===== config.mk =====
export PLATFORM = sky130hd
export DESIGN_NAME = apb_mmu_ctrl
export DESIGN_NICKNAME = d
export VERILOG_FILES = /design/src/rtl/apb_mmu_pkg.sv /design/src/rtl/apb_mmu_xlate.sv /design/src/rtl/apb_mmu_ctrl.sv
export SDC_FILE = /design/constraint.sdc
export NUM_CORES = 2
export LEC_CHECK = 0
export CAP_MARGIN = 20
export CORE_ASPECT_RATIO = 1.75
export CORE_UTILIZATION = 55
export CTS_CLUSTER_SIZE = 14
export DETAILED_ROUTE_END_ITERATION = 7
export PLACE_DENSITY = 0.76
export SKIP_LAST_GASP = 1
export SLEW_MARGIN = 5
export SYNTH_ARGS = -nofsm -noshare
export SYNTH_HDL_FRONTEND = slang
export SYNTH_HIERARCHICAL = 1
export SYNTH_SLANG_ARGS = --single-unit

===== constraint.sdc =====
create_clock -name clk -period 7.6 [get_ports clk]
set_input_delay 1.14 -clock clk [delete_from_list [all_inputs] [get_ports clk]]
set_output_delay 1.14 -clock clk [all_outputs]
set_load 0.01 [all_outputs]

===== src/rtl/apb_mmu_pkg.sv =====
// Shared types and register map for the APB MMU configuration block.
// Offsets are relative to the 4 KiB APB window.
package apb_mmu_pkg;

    localparam logic [11:0] CTRL_OFS        = 12'h000;
    localparam logic [11:0] STATUS_OFS      = 12'h004;
    localparam logic [11:0] BOOT_ADDR_OFS   = 12'h100;
    localparam logic [11:0] REGION_BASE_OFS = 12'h200;
    localparam int          REGION_STRIDE   = 16;

    localparam int CTRL_EN_BIT   = 0;
    localparam int CFG_VALID_BIT = 0;

    typedef enum logic [1:0] {
        FLD_BASE  = 2'd0,
        FLD_MASK  = 2'd1,
        FLD_TRANS = 2'd2,
        FLD_CFG   = 2'd3
    } region_fld_e;

    typedef struct packed {
        logic [31:0] base;
        logic [31:0] mask;
        logic [31:0] trans;
        logic        valid;
    } region_t;

endpackage


===== src/rtl/apb_mmu_xlate.sv =====
// Combinational priority remapper: the lowest-numbered
// enabled region that matches the address wins.
module apb_mmu_xlate
    import apb_mmu_pkg::*;
#(
    parameter int N_REGIONS = 4
) (
    input  region_t [N_REGIONS-1:0] regions,
    input  logic                    en,
    input  logic [31:0]             core_addr_i,
    output logic [31:0]             core_addr_o,
    output logic                    hit_o
);

    always_comb begin
        core_addr_o = core_addr_i;
        hit_o       = 1'b0;
        // Walk downwards so the lowest index is assigned last.
        for (int i = N_REGIONS - 1; i >= 0; i--) begin
            if (en && regions[i].valid &&
                ((core_addr_i & regions[i].mask) ==
                 (regions[i].base & regions[i].mask))) begin
                core_addr_o = (regions[i].trans & regions[i].mask)
                            | (core_addr_i & ~regions[i].mask);
                hit_o       = 1'b1;
            end
        end
    end

endmodule


===== src/rtl/apb_mmu_ctrl.sv =====
// APB3 slave holding boot address, MMU enable and remap regions;
// drives the combinational address translator.
module apb_mmu_ctrl
    import apb_mmu_pkg::*;
#(
    parameter int          N_REGIONS     = 4,
    parameter logic [31:0] BASE_ADDR     = 32'h1A10_3000,
    parameter logic [31:0] BOOT_ADDR_RST = 32'h0000_8000
) (
    input  logic        clk,
    input  logic        rst_n,
    input  logic [31:0] PADDR,
    input  logic [31:0] PWDATA,
    input  logic        PWRITE,
    input  logic        PSEL,
    input  logic        PENABLE,
    output logic [31:0] PRDATA,
    output logic        PREADY,
    output logic        PSLVERR,
    output logic [31:0] boot_addr_o,
    output logic        mmu_en_o,
    input  logic [31:0] core_addr_i,
    output logic [31:0] core_addr_o,
    output logic        hit_o
);

    localparam logic [3:0] NR = 4'(N_REGIONS);

    logic                    ctrl_en;
    logic [31:0]             boot_addr;
    region_t [N_REGIONS-1:0] regions;

    logic [11:0] ofs;
    logic [3:0]  idx;
    region_fld_e fld;
    logic        in_win;
    logic        aligned;
    logic        is_ctrl;
    logic        is_stat;
    logic        is_boot;
    logic        is_reg;
    logic        mapped;
    logic        err;
    logic        wr;
    logic [31:0] rdata;

    assign ofs     = PADDR[11:0];
    assign idx     = ofs[7:4];
    assign fld     = region_fld_e'(ofs[3:2]);
    assign in_win  = (PADDR[31:12] == BASE_ADDR[31:12]);
    assign aligned = (PADDR[1:0] == 2'b00);
    assign is_ctrl = (ofs == CTRL_OFS);
    assign is_stat = (ofs == STATUS_OFS);
    assign is_boot = (ofs == BOOT_ADDR_OFS);
    assign is_reg  = (ofs[11:8] == REGION_BASE_OFS[11:8]) && (idx < NR);
    assign mapped  = is_ctrl | is_stat | is_boot | is_reg;
    assign err     = !in_win | !aligned | !mapped;

    assign PREADY  = 1'b1;
    assign PSLVERR = PSEL & PENABLE & err;
    assign PRDATA  = (PSEL && !err) ? rdata : 32'h0;
    assign wr      = PSEL & PENABLE & PWRITE & !err;

    always_comb begin
        rdata = 32'h0;
        unique case (1'b1)
            is_ctrl: rdata[CTRL_EN_BIT] = ctrl_en;
            is_stat: rdata[3:0] = NR;
            is_boot: rdata = boot_addr;
            is_reg: begin
                for (int i = 0; i < N_REGIONS; i++) begin
                    if (idx == 4'(i)) begin
                        unique case (fld)
                            FLD_BASE:  rdata = regions[i].base;
                            FLD_MASK:  rdata = regions[i].mask;
                            FLD_TRANS: rdata = regions[i].trans;
                            FLD_CFG:   rdata[CFG_VALID_BIT] =
                                           regions[i].valid;
                        endcase
                    end
                end
            end
            default: rdata = 32'h0;
        endcase
    end

    always_ff @(posedge clk) begin
        if (!rst_n) begin
            ctrl_en   <= 1'b0;
            boot_addr <= BOOT_ADDR_RST;
            for (int i = 0; i < N_REGIONS; i++) begin
                regions[i] <= '0;
            end
        end else if (wr) begin
            if (is_ctrl) ctrl_en <= PWDATA[CTRL_EN_BIT];
            if (is_boot) boot_addr <= PWDATA;
            for (int i = 0; i < N_REGIONS; i++) begin
                if (is_reg && idx == 4'(i)) begin
                    unique case (fld)
                        FLD_BASE:  regions[i].base  <= PWDATA;
                        FLD_MASK:  regions[i].mask  <= PWDATA;
                        FLD_TRANS: regions[i].trans <= PWDATA;
                        FLD_CFG:   regions[i].valid <=
                                       PWDATA[CFG_VALID_BIT];
                    endcase
                end
            end
        end
    end

    assign boot_addr_o = boot_addr;
    assign mmu_en_o    = ctrl_en;

    apb_mmu_xlate #(
        .N_REGIONS (N_REGIONS)
    ) u_xlate (
        .regions     (regions),
        .en          (ctrl_en),
        .core_addr_i (core_addr_i),
        .core_addr_o (core_addr_o),
        .hit_o       (hit_o)
    );

endmodule


==> metrics.txt, run 1 <==
# TYPE chip_impl_metric gauge
chip_impl_metric{name="cts_made_buffers",unit=""} 41
chip_impl_metric{name="synth-compound-area-share",unit=""} 0.231
chip_impl_metric{name="place.gp.congestion",unit=""} 1.12
chip_impl_metric{name="boundaryPins",unit=""} 201
chip_impl_info{name="ctsRootBufferMaster",value="clkbuf_16"} 1
chip_impl_metric{name="yosys.area_share.xor_xnor",unit=""} 0.0462
chip_impl_metric{name="place.detailed.hpwl",unit="um"} 88700
chip_impl_metric{name="asyncSetResetFlopFracSynth",unit=""} 0
chip_impl_metric{name="cts_hold_bufs",unit=""} 0
chip_impl_metric{name="synth-edff-count",unit=""} 0
chip_impl_metric{name="synth_seq_cells",unit=""} 421
chip_impl_metric{name="start_util",unit=""} 0.558
chip_impl_metric{name="cts_max_path_buffers",unit=""} 3
chip_impl_metric{name="overflow",unit=""} 23
chip_impl_metric{name="synthDistinctLibCells",unit=""} 72
chip_impl_metric{name="post-cts-setup-buffer-count",unit=""} 0
chip_impl_metric{name="synthMuxAreaShare",unit=""} 0.114
chip_impl_metric{name="ys_warn_count",unit=""} 6
chip_impl_metric{name="synth_adder_area_share",unit=""} 0
chip_impl_metric{name="count_of_h_tree_levels_built_during_cts",unit=""} 2
chip_impl_metric{name="yosys.area_share.simple",unit=""} 0.194
chip_impl_metric{name="syn-cell-area",unit="um^2"} 24300
chip_impl_metric{name="groute.usage.overall",unit=""} 0.623
chip_impl_metric{name="die_y",unit="um"} 280
chip_impl_info{name="error_line",value="[ERROR GRT-0116] Global routing finished with congestion. Check the congestion regions in the DRC Viewer."} 1
chip_impl_info{name="last-stage-reached",value="global routing"} 1
chip_impl_metric{name="chipWidth",unit="um"} 161
chip_impl_metric{name="post_dp_cell_area",unit="um^2"} 26000
chip_impl_metric{name="wire_length_of_the_first_global_routing_pass",unit="um"} 201000
chip_impl_info{name="synth_top_family_by_area",value="compound AO/OA/AOI/OAI gates"} 1
chip_impl_metric{name="synthCells",unit=""} 2987
chip_impl_metric{name="synth_area_per_cell",unit="um^2"} 8.12
chip_impl_metric{name="port_buffers",unit=""} 199
chip_impl_metric{name="mappedNetlistNets",unit=""} 3088
chip_impl_metric{name="grt_start_max_net_pins",unit=""} 203
chip_impl_metric{name="clk_sink_count",unit=""} 421
chip_impl_metric{name="postCtsResizedCells",unit=""} 0
chip_impl_metric{name="placement_rows",unit=""} 101
chip_impl_metric{name="synth_sequential_area_ratio",unit=""} 0.347
chip_impl_metric{name="first_global_vias",unit=""} 25941
chip_impl_info{name="outcome",value="aborted with a tool error"} 1
chip_impl_info{name="synth_top_flop_cell",value="dfxtp_1"} 1
## cells in the mapped netlist (all sizes together) (2+ instances only)
| library cell | n | area share |
|---|---|---|
| a211o | 2 | 0.00072 |
| a211oi | 6 | 0.0023 |
| a21boi | 288 | 0.090 |
| a21o | 2 | 0.00062 |
| a21oi | 48 | 0.0099 |
| a221o | 4 | 0.0017 |
| a221oi | 10 | 0.0036 |
| a222oi | 4 | 0.0017 |
| a22o | 6 | 0.0022 |
| a22oi | 125 | 0.039 |
| a31oi | 23 | 0.0059 |
| a32oi | 2 | 0.00072 |
| and3 | 3 | 0.00077 |
| and4 | 3 | 0.0011 |
| buf | 159 | 0.042 |
| clkbuf | 155 | 0.024 |
| dfxtp | 421 | 0.35 |
| mux2 | 90 | 0.042 |
| mux2i | 171 | 0.071 |
| mux4 | 2 | 0.0019 |
| nand2 | 740 | 0.11 |
| nand2b | 2 | 0.00052 |
| nand3 | 169 | 0.035 |
| nand3b | 2 | 0.00062 |
| nand4 | 60 | 0.015 |
| nor2 | 15 | 0.0033 |
| nor2b | 5 | 0.0013 |
| nor3 | 11 | 0.0029 |
| nor3b | 2 | 0.00062 |
| nor4 | 16 | 0.010 |
| nor4b | 5 | 0.0021 |
| nor4bb | 2 | 0.00083 |
| o2111ai | 33 | 0.012 |
| o21ai | 183 | 0.038 |
| o22ai | 25 | 0.0064 |
| o2bb2ai | 10 | 0.0036 |
| o311ai | 32 | 0.012 |
| or2 | 4 | 0.0010 |
| or3 | 5 | 0.0015 |
| or4b | 2 | 0.00098 |
| xor2 | 128 | 0.046 |
## cell families after synthesis
kind of cell	after synthesis
compound gates	808
mux	263
xor+xnor	128
simple gates	1050
flops	421
other cells	1
buf+inv	316
## routing by layer
layer	global-route usage	overflow
met1	0.637	0
met2	0.876	13
met3	0.329	0
met4	0.639	10
met5	0.0421	0
## stage by stage
| stage | setup slack [ps] | hold slack (ps) | instances | util |
|---|---|---|---|---|
| 2_1_floorplan | 3420 | 437 | 2987 | - |
| 3_3_place_gp | 1260 | 447 | 3514 | 0.598 |
| 3_5_place_dp | 1240 | 459 | 3516 | 0.598 |
| 4_1_cts | 1260 | 466 | 3590 | 0.630 |
==> run 2, diff against run 1 <==
Settings changed: CORE_ASPECT_RATIO 1.75 to default, CORE_UTILIZATION 55 to 40, CTS_CLUSTER_SIZE 14 to default, PLACE_DENSITY 0.76 to default, PLACE_DENSITY_LB_ADDON from default to 0.15.
==> run 2 against run 1 <==
Net effect:
- the run now ends clean
- synthesized cell count unchanged
- synthesized area unchanged
==> metrics.txt, run 2 <==
# TYPE chip_impl_metric gauge
chip_impl_metric{name="finalSetupViolCount",unit=""} 0
chip_impl_metric{name="slew_violations",unit=""} 0
chip_impl_info{name="synth.top_cells.by_area",value="dfxtp_1 (35%), nand2_1 (11%), a21boi_1 (8.2%), mux2i_1 (7.1%), xor2_1 (4.6%)"} 1
chip_impl_info{name="synth.most_common_cell",value="nand2_1"} 1
chip_impl_info{name="outcome",value="finished, final reports clean"} 1
chip_impl_metric{name="synth_seq_cells",unit=""} 421
chip_impl_metric{name="count_of_endpoints_failing_hold_in_the_final_timing_report",unit=""} 0
chip_impl_metric{name="wire_length_of_the_first_global_routing_pass",unit="um"} 168000
chip_impl_metric{name="place.gp.congestion",unit=""} 1.01
chip_impl_metric{name="timing.max_cap.violations",unit=""} 0
chip_impl_info{name="ctsRootBufferMaster",value="clkbuf_16"} 1
chip_impl_metric{name="largest_register_ffs",unit=""} 388
chip_impl_metric{name="pwr_density_cell",unit="nW/um^2"} 187
chip_impl_metric{name="vias",unit=""} 24673
chip_impl_metric{name="ys_warn_count",unit=""} 6
chip_impl_metric{name="place.detailed.hpwl",unit="um"} 81500
chip_impl_metric{name="layout_area_overhead",unit="%"} 15.8
chip_impl_metric{name="asyncSetResetFlopFracSynth",unit=""} 0
chip_impl_metric{name="final.setup_skew",unit="ps"} 0
chip_impl_metric{name="dieArea",unit="um^2"} 61600
chip_impl_metric{name="worst_slew_pin_slew",unit="ps"} 1180
chip_impl_metric{name="totalWireLength",unit="um"} 120000
chip_impl_metric{name="syn-cell-area",unit="um^2"} 24300
chip_impl_metric{name="synthDistinctLibCells",unit=""} 72
chip_impl_metric{name="multiInputGateArea",unit="um^2"} 14300
chip_impl_metric{name="first_global_vias",unit=""} 22480
chip_impl_metric{name="synthCells",unit=""} 2987
chip_impl_info{name="grt_setup_unrepaired",value="false"} 1
chip_impl_metric{name="drt_pre_antenna_iters",unit=""} 6
chip_impl_metric{name="die_y",unit="um"} 248
chip_impl_metric{name="groute.usage.overall",unit=""} 0.380
chip_impl_metric{name="cts_max_path_buffers",unit=""} 3
chip_impl_metric{name="mappedNetlistNets",unit=""} 3088
chip_impl_info{name="yosysTopAreaCell",value="dfxtp_1"} 1
chip_impl_info{name="cp-end-kind",value="output pin"} 1
chip_impl_metric{name="clk_sink_count",unit=""} 421
chip_impl_metric{name="seqCellArea",unit="um^2"} 8430
chip_impl_metric{name="placement_rows",unit=""} 89
chip_impl_metric{name="post-route-min-period",unit="ps"} 7580
chip_impl_metric{name="boundaryPins",unit=""} 201
chip_impl_metric{name="overflow",unit=""} 0
chip_impl_metric{name="worstSkewPairLatency",unit="ps"} 610
chip_impl_metric{name="postCtsResizedCells",unit=""} 0
chip_impl_metric{name="count_of_h_tree_levels_built_during_cts",unit=""} 2
chip_impl_metric{name="drc",unit=""} 0
chip_impl_metric{name="synth_sequential_area_ratio",unit=""} 0.347
chip_impl_metric{name="timing.setup.tns",unit="ps"} 0
chip_impl_metric{name="drt-wirelength-per-cell",unit="um"} 31.5
chip_impl_metric{name="cts.clk_slew.worst_paths",unit="ps"} 60
chip_impl_metric{name="fin_crit_sh",unit=""} 0.997
chip_impl_metric{name="max_slew_margin",unit=""} 0.204
chip_impl_metric{name="critical_path_peak_fanout",unit=""} 19
chip_impl_info{name="synth.cells.most_frequent",value="nand2_1 (739), dfxtp_1 (421), a21boi_1 (264)"} 1
chip_impl_metric{name="post-cts-setup-buffer-count",unit=""} 0
chip_impl_metric{name="crit_arrival",unit="ps"} 6440
chip_impl_info{name="min-delay-path-class",value="reg -> reg"} 1
chip_impl_metric{name="synth_area_per_cell",unit="um^2"} 8.12
chip_impl_metric{name="synth-edff-count",unit=""} 0
chip_impl_metric{name="cts_hold_bufs",unit=""} 0
chip_impl_metric{name="drive_gt1_frac",unit=""} 0.0996
chip_impl_info{name="synth_top_flop_cell",value="dfxtp_1"} 1
chip_impl_metric{name="whs",unit="ps"} 463
chip_impl_metric{name="fillerInstances",unit=""} 5807
chip_impl_metric{name="max_freq",unit="MHz"} 132
chip_impl_metric{name="core",unit="um^2"} 59500
chip_impl_metric{name="start_util",unit=""} 0.408
chip_impl_metric{name="synth_top_area_frac",unit=""} 0.347
chip_impl_info{name="worstSetupPathType",value="in -> out"} 1
chip_impl_info{name="worstSetupStartpointType",value="input port"} 1
chip_impl_metric{name="cts_made_buffers",unit=""} 49
chip_impl_metric{name="grt_start_max_net_pins",unit=""} 176
chip_impl_metric{name="design.final.nets",unit=""} 3104
chip_impl_metric{name="drt_iter0_markers",unit=""} 3816
chip_impl_info{name="cts_tree",value="done"} 1
chip_impl_info{name="final_common_cell",value="nand2_1"} 1
chip_impl_metric{name="chipWidth",unit="um"} 248
chip_impl_metric{name="finalPower",unit="uW"} 5260
chip_impl_metric{name="ir_drop",unit="V"} 0.000179
chip_impl_info{name="max_flop_register",value="regions"} 1
chip_impl_info{name="layout_common_cells",value="nand2_1 (739), dfxtp_1 (421), a21boi_1 (264)"} 1
chip_impl_metric{name="via_per_inst",unit=""} 6.46
chip_impl_metric{name="p_leak",unit="uW"} 0.00955
chip_impl_metric{name="antenna_found_initial",unit=""} 2
chip_impl_metric{name="port_buffers",unit=""} 199
chip_impl_metric{name="drt.antenna.violating_nets",unit=""} 0
chip_impl_metric{name="cp_data_required_time",unit="ps"} 6460
run 2: cell counts after synthesis:
No cell type changed its count.
run 2: layer usage:
metal	share of wire	global-route usage
met1	0.42	0.533
met2	0.41	0.534
met3	0.13	0.125
met4	0.040	0.142
met5	0.00010	0
run 2: cells by family after synthesis:
kind of cell	after synthesis	synth area share
XOR/XNOR	128	0.0462
other	1	0.000155
buffers and inverters	316	0.0666
AO/OA/AOI/OAI	808	0.231
multiplexers	263	0.114
flip-flops	421	0.347
AND/OR/NAND/NOR	1050	0.194
run 2: per-stage QoR:
stage | instances | setup slack, ps | instance area, um^2 | utilization
2_1_floorplan | 2987 | 3420 | 24300 | -
3_3_place_gp | 3723 | 512 | 26300 | 0.442
3_5_place_dp | 3723 | 467 | 26300 | 0.442
4_1_cts | 3814 | 473 | 28100 | 0.472
5_1_grt | 3816 | 205 | 28100 | 0.472
6_report | 3817 | 22.7 | 28100 | 0.472
run 2: final cells by class:
cell class | count | share of cell area
antenna | 1 | 0.0000891
clock buffer | 68 | 0.0519
clock inverter | 23 | 0.0108
multi-input combinational | 2250 | 0.508
inverter | 2 | 0.000312
sequential | 421 | 0.300
tap | 773 | 0.0344
timing repair buffer | 279 | 0.0942
run 2: where the power goes:
part	leakage (uW)	internal [uW]	switching [uW]
Combinational	0.00528	148	282
Clock	0.000882	1580	1050
Sequential	0.00339	2210	0.0000000233
Total	0.00955	3930	1330
run 2: worst paths after layout:
kind | cells after the start | start | slack (ps) | to
setup / recovery | 10 | core_addr_i[25] | 20 | core_addr_o[17]
hold / removal | 2 | regions[16] | 460 | regions[16]
setup reg to reg | 2 | mmu_en_o | 6700 | mmu_en_o
hold reg to reg | 2 | regions[16] | 460 | regions[16]
run 2: worst max-delay path, cell delays in order:
cell and delay (ps):
clkdlybuf4s50_1 650, xor2_1 270, a22o_1 340, a221oi_1 720, nand4_1 380, nand3b_1 770, buf_4 510, o311ai_1 900
a21oi_1 170, clkdlybuf4s50_1 550
Power figures use the tool's default switching activity.
